## config.mk

```make
export PLATFORM = sky130hd
export DESIGN_NAME = demux16_deser
export DESIGN_NICKNAME = d
export VERILOG_FILES = /design/src/rtl/demux16_pkg.sv /design/src/rtl/demux16.sv /design/src/rtl/demux16_deser.sv
export SDC_FILE = /design/constraint.sdc
export NUM_CORES = 1
export LEC_CHECK = 0
export BUFFER_PORTS_ARGS = -buffer_cell sky130_fd_sc_hd__buf_2
export CORE_ASPECT_RATIO = 0.7
export CORE_UTILIZATION = 40
export DETAILED_ROUTE_END_ITERATION = 12
export MAX_ROUTING_LAYER = met4
export SLEW_MARGIN = 30
export SYNTH_ARGS = -nofsm -noshare
export SYNTH_HDL_FRONTEND = slang
export SYNTH_SLANG_ARGS = --single-unit
```

## constraint.sdc

```tcl
create_clock -name clk -period 2.8 [get_ports clk]
set_input_delay 0.14 -clock clk [delete_from_list [all_inputs] [get_ports clk]]
set_output_delay 0.14 -clock clk [all_outputs]
set_load 0.1 [all_outputs]
```

## src/rtl/demux16_pkg.sv

```systemverilog
// Shared widths and bit-position mapping for the 16-bit deserializer.
// DEMUX16_MSB_FIRST_EN selects MSB-first placement; LSB-first when undefined.
package demux16_pkg;

    localparam int unsigned WORD_W = 16;
    localparam int unsigned IDX_W  = 4;

    function automatic logic [IDX_W-1:0] bit_pos(input logic [IDX_W-1:0] idx);
`ifdef DEMUX16_MSB_FIRST_EN
        return IDX_W'(WORD_W - 1) - idx;
`else
        return idx;
`endif
    endfunction

endpackage

```

## src/rtl/demux16.sv

```systemverilog
// Combinational 1-to-16 decoder producing one-hot per-bit write enables.
module demux16
    import demux16_pkg::*;
(
    input  logic [IDX_W-1:0]  sel,
    input  logic              en,
    output logic [WORD_W-1:0] we
);

    always_comb begin
        we = '0;
        if (en) begin
            we[sel] = 1'b1;
        end
    end

endmodule

```

## src/rtl/demux16_deser.sv

```systemverilog
// Serial-to-parallel deserializer with valid/ready on both sides.
// DEMUX16_MSB_FIRST_EN places the first bit of a word in dout[15] instead of dout[0].
module demux16_deser
    import demux16_pkg::*;
#(
    parameter logic [WORD_W-1:0] RESET_WORD = 16'h0000
) (
    input  logic              clk,
    input  logic              rst,
    input  logic              din,
    input  logic              din_valid,
    output logic              din_ready,
    input  logic              sof,
    output logic [WORD_W-1:0] dout,
    output logic              dout_valid,
    input  logic              dout_ready,
    output logic [IDX_W-1:0]  idx,
    output logic              frame_err
);

    localparam logic [IDX_W-1:0] IdxLast = IDX_W'(WORD_W - 1);

    logic [IDX_W-1:0]  idx_q, idx_d;
    logic [WORD_W-1:0] asm_q, asm_d;
    logic [WORD_W-1:0] dout_q, dout_d;
    logic              dout_valid_q, dout_valid_d;
    logic              frame_err_q, frame_err_d;

    logic              accept;
    logic              complete;
    logic [IDX_W-1:0]  pos;
    logic [WORD_W-1:0] we;

    // Only the completing bit stalls; earlier bits of the next word keep flowing.
    assign din_ready = !(dout_valid_q && !dout_ready && (idx_q == IdxLast));
    assign accept    = din_valid && din_ready;
    assign complete  = accept && !sof && (idx_q == IdxLast);
    assign pos       = sof ? bit_pos('0) : bit_pos(idx_q);

    demux16 u_demux16 (
        .sel (pos),
        .en  (accept),
        .we  (we)
    );

    always_comb begin
        for (int i = 0; i < int'(WORD_W); i++) begin
            asm_d[i] = we[i] ? din : asm_q[i];
        end

        idx_d = idx_q;
        if (accept) begin
            idx_d = sof ? IDX_W'(1) : idx_q + IDX_W'(1);
        end

        dout_d       = complete ? asm_d : dout_q;
        dout_valid_d = dout_valid_q;
        if (complete) begin
            dout_valid_d = 1'b1;
        end else if (dout_valid_q && dout_ready) begin
            dout_valid_d = 1'b0;
        end

        frame_err_d = accept && sof && (idx_q != '0);
    end

    always_ff @(posedge clk) begin
        if (rst) begin
            idx_q        <= '0;
            asm_q        <= RESET_WORD;
            dout_q       <= RESET_WORD;
            dout_valid_q <= 1'b0;
            frame_err_q  <= 1'b0;
        end else begin
            idx_q        <= idx_d;
            asm_q        <= asm_d;
            dout_q       <= dout_d;
            dout_valid_q <= dout_valid_d;
            frame_err_q  <= frame_err_d;
        end
    end

    assign dout       = dout_q;
    assign dout_valid = dout_valid_q;
    assign idx        = idx_q;
    assign frame_err  = frame_err_q;

endmodule

```

==> results.py, run 1 <==
metrics = {
    "clock_tree": {
        "clock-sinks": 38,
        "clk_latency_ps": 290,
        "post_cts_buffers": 0,
        "ctsRootBufferMaster": "clkbuf_8",
        "ctsResizeCount": 0,
        "clk_pin_slew_ps": 70,
        "htreeDepth": 2,
        "cts_made_buffers": 5,
        "cts_hold_buffers": 0,
        "cts_tree": "built",
        "cts_buffer_depth": 2,
    },
    "cells_and_area": {
        "drive_gt1_share_pct": 27.3,
        "nNetsFinal": 205,
        "postLayoutCellArea_sq_mm": 0.00189,
        "fillers": 399,
        "diodes": 0,
        "mostFrequentLayoutCell": "dfxtp_1",
        "synthToLayoutAreaGrowth_pct": 13.6,
        "final_cell_mix": "dfxtp_1 (38), nor2_1 (34), buf_2 (28), mux2i_1 (20), a211oi_2 (14)",
    },
    "sta": {
        "fin_crit_ps": 2050,
        "setup_viol": 0,
        "worst_pin_slew_ps": 824,
        "relSlewSlack_pct": 45.1,
        "fin_crit_sh_pct": 73.2,
        "skew_ps": 4.99,
        "report.final.slew_viol_count": 0,
        "timing.hold.ws_ps": 158,
        "fmax_ghz": 0.488,
        "rsz0062_at_grt": "false",
        "finalSetupTns_ps": 0,
        "hold_viol": 0,
    },
    "grt": {
        "grt_usage_pct": 17.8,
        "antenna_found_initial": 0,
        "grt_max_degree": 39,
        "grt_pass1_wl_um": 5800,
        "grt_remaining_overflow": 0,
        "grt_pass1_vias": 1215,
    },
    "pwr": {
        "pwr-share-clk_pct": 38.5,
        "power.net_switching_uw": 237,
        "p_seq_share_pct": 55.1,
        "pwr-share-comb_pct": 6.3,
        "sw_frac_of_total_pct": 23.9,
        "p_int_uw": 757,
        "leakagePower_nw": 0.817,
        "vdd_drop_max_uv": 263,
        "powerDensity_mw_per_mm2": 526,
    },
    "place": {
        "place.gp.congestion": 0.796,
        "hpwl_um": 2350,
        "io_buffers": 28,
        "dpl_cell_area_sq_mm": 0.00180,
    },
    "logic_synthesis": {
        "ys_top_cells_by_area": "dfxtp_1 (46%), mux2i_1 (12%), a211oi_2 (11%), nor2_1 (7.7%), nand2_1 (2.7%)",
        "syn-instance-count": 174,
        "yosys.area.top_type": "dfxtp_1",
        "seq_area_frac_synth_pct": 45.7,
        "synth_seq_cells": 38,
        "syn_nets": 182,
        "syn_area_sq_mm": 0.00166,
        "synth.top_cell.area_share_pct": 45.7,
        "yosys_warnings": 0,
        "synth_area_per_cell_sq_um": 9.56,
        "synth_cell_types": 29,
    },
    "worst_hold_path": {
        "worst_hold_path_type": "in2reg",
    },
    "routing": {
        "viasPerCell": 5.09,
        "dr.first_iter.drc_count": 124,
        "firstDrtPassIters": 4,
        "ant_nets": 0,
        "vias": 1273,
        "wl_per_cell_um": 13.7,
        "post-route-drc-count": 0,
        "drt_wl_total_um": 3420,
    },
    "run": {
        "cap_violations": 0,
    },
    "critical_path": {
        "worstPathMaxFanout": 9,
        "path_class": "reg2out",
        "cp-start-kind": "flip-flop",
        "endpoint_kind": "output pin",
        "cp_data_required_time_ps": 2660,
        "r2r_slack_ps": 760,
        "crit_arrival_ps": 1910,
    },
    "floorplan": {
        "dieHeight_um": 56.0,
        "die_x_um": 79.1,
        "fp.dieArea_sq_mm": 0.00443,
        "pin_count": 29,
        "start_util_pct": 42.2,
        "core_area_sq_mm": 0.00395,
        "fp-row-count": 19,
    },
    "outcome": {
        "outcome": "finished, final reports clean",
    },
}
==> layer usage <==
| layer | share of wire, % | vias to the layer above | global-route usage [%] |
|---|---|---|---|
| met5 | 0 | - | - |
| met4 | 1.3 | 0 | 6.75 |
| met3 | 6.5 | 5 | 4.92 |
| met2 | 44 | 30 | 26.1 |
| met1 | 49 | 593 | 23.5 |
| li1 | - | 645 | - |
==> cells by family after synthesis <==
kind of cell,after synthesis,synth area share [%]
muxes,20,12.0
adders and majority gates,2,1.50
DFF,38,45.7
and+or+nand+nor,65,18.3
AOI/OAI and AO/OA,30,16.2
buffers and inverters,19,6.24
==> critical path: stages (launching register included) <==
cell      delay, ps
dfxtp_1         480
ha_1            280
nand3b_1        200
or2_2           360
buf_2           300
==> cells in the mapped netlist (all sizes together) <==
master / number
a22oi: 1
nand3b: 1
nand2b: 1
or3: 1
ha: 2
mux2i: 20
and3: 1
nor2: 34
a211oi: 15
dfxtp: 38
a311oi: 1
nand3: 6
nand2: 12
inv: 5
and4b: 1
nand4: 2
clkbuf: 7
buf: 7
o21ai: 5
o21bai: 1
or2: 1
a2111oi: 1
a21oi: 6
nor3b: 2
and2: 1
and4bb: 2
==> metrics by stage <==
| stage | setup WS, ps | cells | util (%) | power [mW] |
|---|---|---|---|---|
| after detailed placement | 802 | 242 | 45.6 | 0.624 |
| after floorplan | 245 | 174 | - | 0.609 |
| after global routing | 550 | 250 | 47.9 | 1.04 |
| after global placement | 935 | 242 | 45.6 | 0.622 |
| after CTS | 745 | 250 | 47.9 | 1.01 |
| final | 751 | 250 | 47.9 | 0.994 |
==> power by group through the flow <==
| stage | Clock (mW) | Combinational (mW) | Sequential [mW] |
|---|---|---|---|
| final | 0.383 | 0.0627 | 0.548 |
| after global routing | 0.419 | 0.0684 | 0.549 |
| after CTS | 0.396 | 0.0631 | 0.548 |
| after detailed placement | 0 | 0.0629 | 0.561 |
| after global placement | 0 | 0.0617 | 0.560 |
| after floorplan | 0 | 0.0346 | 0.575 |
==> worst paths after layout <==
check	start	endpoint	cells past startpoint
min	dout_ready	dout_valid	3
max	idx[0]	din_ready	4
max reg2reg	idx[0]	idx[3]	5
min reg2reg	asm_q[13]	asm_q[13]	2
==> final cells by class <==
type	instances	area, sq um	share of cell area, %
Sequential cell	38	761	40.2
Clock buffer	7	86.3	4.57
Clock inverter	1	5.00	0.265
Tap cell	52	65.1	3.44
Timing Repair Buffer	30	155	8.21
Inverter	5	18.8	0.993
Multi-Input combinational cell	117	800	42.3
==> state kept, by name (all words and copies together), names as in the netlist <==
signal and cells:
asm_q 16, frame_err 1, dout_valid 1, idx 4, dout 16
Note: power is estimated with default switching activity, not from simulation.
==> run 2: changes to the inputs <==
Clock period 2.8 ns to 1.65 ns, I/O delays scaled along.
==> run 2 against run 1 <==
Compared with the run above: via count increased by 3.6%; sequential cell count did not move; critical path type unchanged; critical path depth stayed put; final area rose by 6.4%; clock skew rose by 1.9 ps; highest routed layer unchanged; critical endpoint unchanged; cell count increased by 3.2%; sequential share of layout area down 1.6 points; global-route usage up 0.91 points; wire length is 3.2% higher; clock-buffer cell count grew 1; register-to-register slack lost 670 ps; die area stayed put.
==> results.py, run 2 (synthesized netlist as in run 1, its figures left out) <==
metrics = {
    "cells_and_area": {
        "diodes": 0,
        "final_cell_mix": "nor2_1 (34), dfxtp_1 (33), buf_2 (27), mux2i_1 (20), a211oi_2 (14)",
        "mostFrequentLayoutCell": "nor2_1",
        "synthToLayoutAreaGrowth_pct": 20.8,
        "drive_gt1_share_pct": 33.5,
        "stdcell_count": 258,
        "nNetsFinal": 213,
    },
    "clock_tree": {
        "clk_pin_slew_ps": 70,
        "htreeDepth": 2,
        "cts_tree": "built",
        "cts_made_buffers": 5,
        "clk_latency_ps": 290,
        "clock-sinks": 38,
        "cts_buffer_depth": 2,
        "ctsRootBufferMaster": "clkbuf_8",
    },
    "sta": {
        "rsz0062_at_grt": "true",
        "fin_crit_ps": 1580,
        "fin_ws_ps": 65.0,
        "fmax_ghz": 0.631,
        "report.final.slew_viol_count": 0,
        "hold_viol": 0,
        "worst_pin_slew_ps": 515,
        "setup_viol": 0,
        "relSlewSlack_pct": 65.7,
        "fin_crit_sh_pct": 96.1,
        "skew_ps": 6.85,
    },
    "place": {
        "dp.cells": 248,
        "hpwl_um": 2490,
        "post-place-ws_ps": 70.7,
        "io_buffers": 28,
        "place.gp.congestion": 0.835,
    },
    "pwr": {
        "vdd_drop_max_uv": 490,
        "powerDensity_mw_per_mm2": 836,
        "leakagePower_nw": 0.874,
    },
    "critical_path": {
        "r2r_start": "idx[0]",
        "crit_path_end": "din_ready",
        "ff2ff_path_depth": 5,
        "cp-start-kind": "flip-flop",
        "path_class": "reg2out",
        "r2r_end": "idx[0]",
        "endpoint_kind": "output pin",
        "crit_arrival_ps": 1500,
        "cp_data_required_time_ps": 1570,
        "worstPathMaxFanout": 9,
        "cp-startpoint": "idx[0]",
        "r2r_slack_ps": 90,
    },
    "grt": {
        "grt_pass1_wl_um": 6040,
        "antenna_found_initial": 0,
        "grt_pass1_vias": 1262,
        "grt_max_degree": 25,
        "grt_usage_pct": 18.8,
        "grt_remaining_overflow": 0,
    },
    "floorplan": {
        "fp.dieArea_sq_mm": 0.00443,
        "start_util_pct": 42.2,
        "core_area_sq_mm": 0.00395,
        "die_x_um": 79.1,
        "fp-row-count": 19,
        "dieHeight_um": 56.0,
        "pin_count": 29,
    },
    "routing": {
        "post-route-drc-count": 0,
        "vias": 1319,
        "wl_per_cell_um": 13.7,
        "firstDrtPassIters": 4,
        "ant_nets": 0,
        "dr.first_iter.drc_count": 54,
        "viasPerCell": 5.11,
        "drt_wl_total_um": 3530,
    },
    "worst_hold_path": {
        "worst_hold_path_type": "in2reg",
    },
    "run": {
        "cap_violations": 0,
    },
    "outcome": {
        "outcome": "finished, final reports clean",
    },
}
[run 2: area by class of cell]
type | count | area [sq um]
Fill cell | 414 | 1940
Multi-Input combinational cell | 117 | 817
Sequential cell | 38 | 777
Timing Repair Buffer | 38 | 243
Clock buffer | 8 | 90.1
Tap cell | 52 | 65.1
Inverter | 5 | 18.8
[run 2: power breakdown]
group          total, mW  switching (mW)  internal [mW]
Combinational      0.113          0.0820         0.0307
Clock              0.640           0.300          0.340
Sequential         0.927         0.00883          0.919
Total               1.68           0.391           1.29
[run 2: timing repair]
action	in CTS	in global routing
endpoints found under the setup margin	0	12
hold buffers	0	0
buffers inserted	0	2
resized for setup	0	2
[run 2: worst min-delay path by stage]
stage,from,to,slack [ps],cells past startpoint
final,dout_ready,dout_valid,80,3
after global routing,dout_ready,dout_valid,80,3
after CTS,dout_ready,dout_valid,80,3
after detailed placement,dout_ready,dout_valid,390,3
after global placement,dout_ready,dout_valid,400,3
after floorplan,dout_ready,dout_valid,270,2
[run 2: metrics by stage]
| stage | setup TNS, ps | hold WS (ps) | util (%) | area, sq um | power (mW) |
|---|---|---|---|---|---|
| after floorplan | -46.8 | 269 | - | 1700 | 1.03 |
| after global placement | 0 | 401 | 48.2 | 1900 | 1.06 |
| after detailed placement | 0 | 387 | 48.2 | 1900 | 1.06 |
| after CTS | 0 | 76.3 | 50.5 | 1990 | 1.70 |
| after global routing | -37.6 | 81.8 | 51.0 | 2010 | 1.77 |
| final | 0 | 75.5 | 51.0 | 2010 | 1.68 |
[run 2: per-layer routing]
metal	up-vias	global-route usage [%]	wire [um]
li1	660	-	-
met1	628	24.0	1730
met2	23	28.1	1590
met3	8	4.92	153
met4	0	7.79	53
met5	-	-	0
[run 2: worst max-delay path, cell delays in order (launching register included)]
cell      delay (ps)
dfxtp_4          400
ha_4             150
nand3b_1         180
or2_4            310
buf_12           170
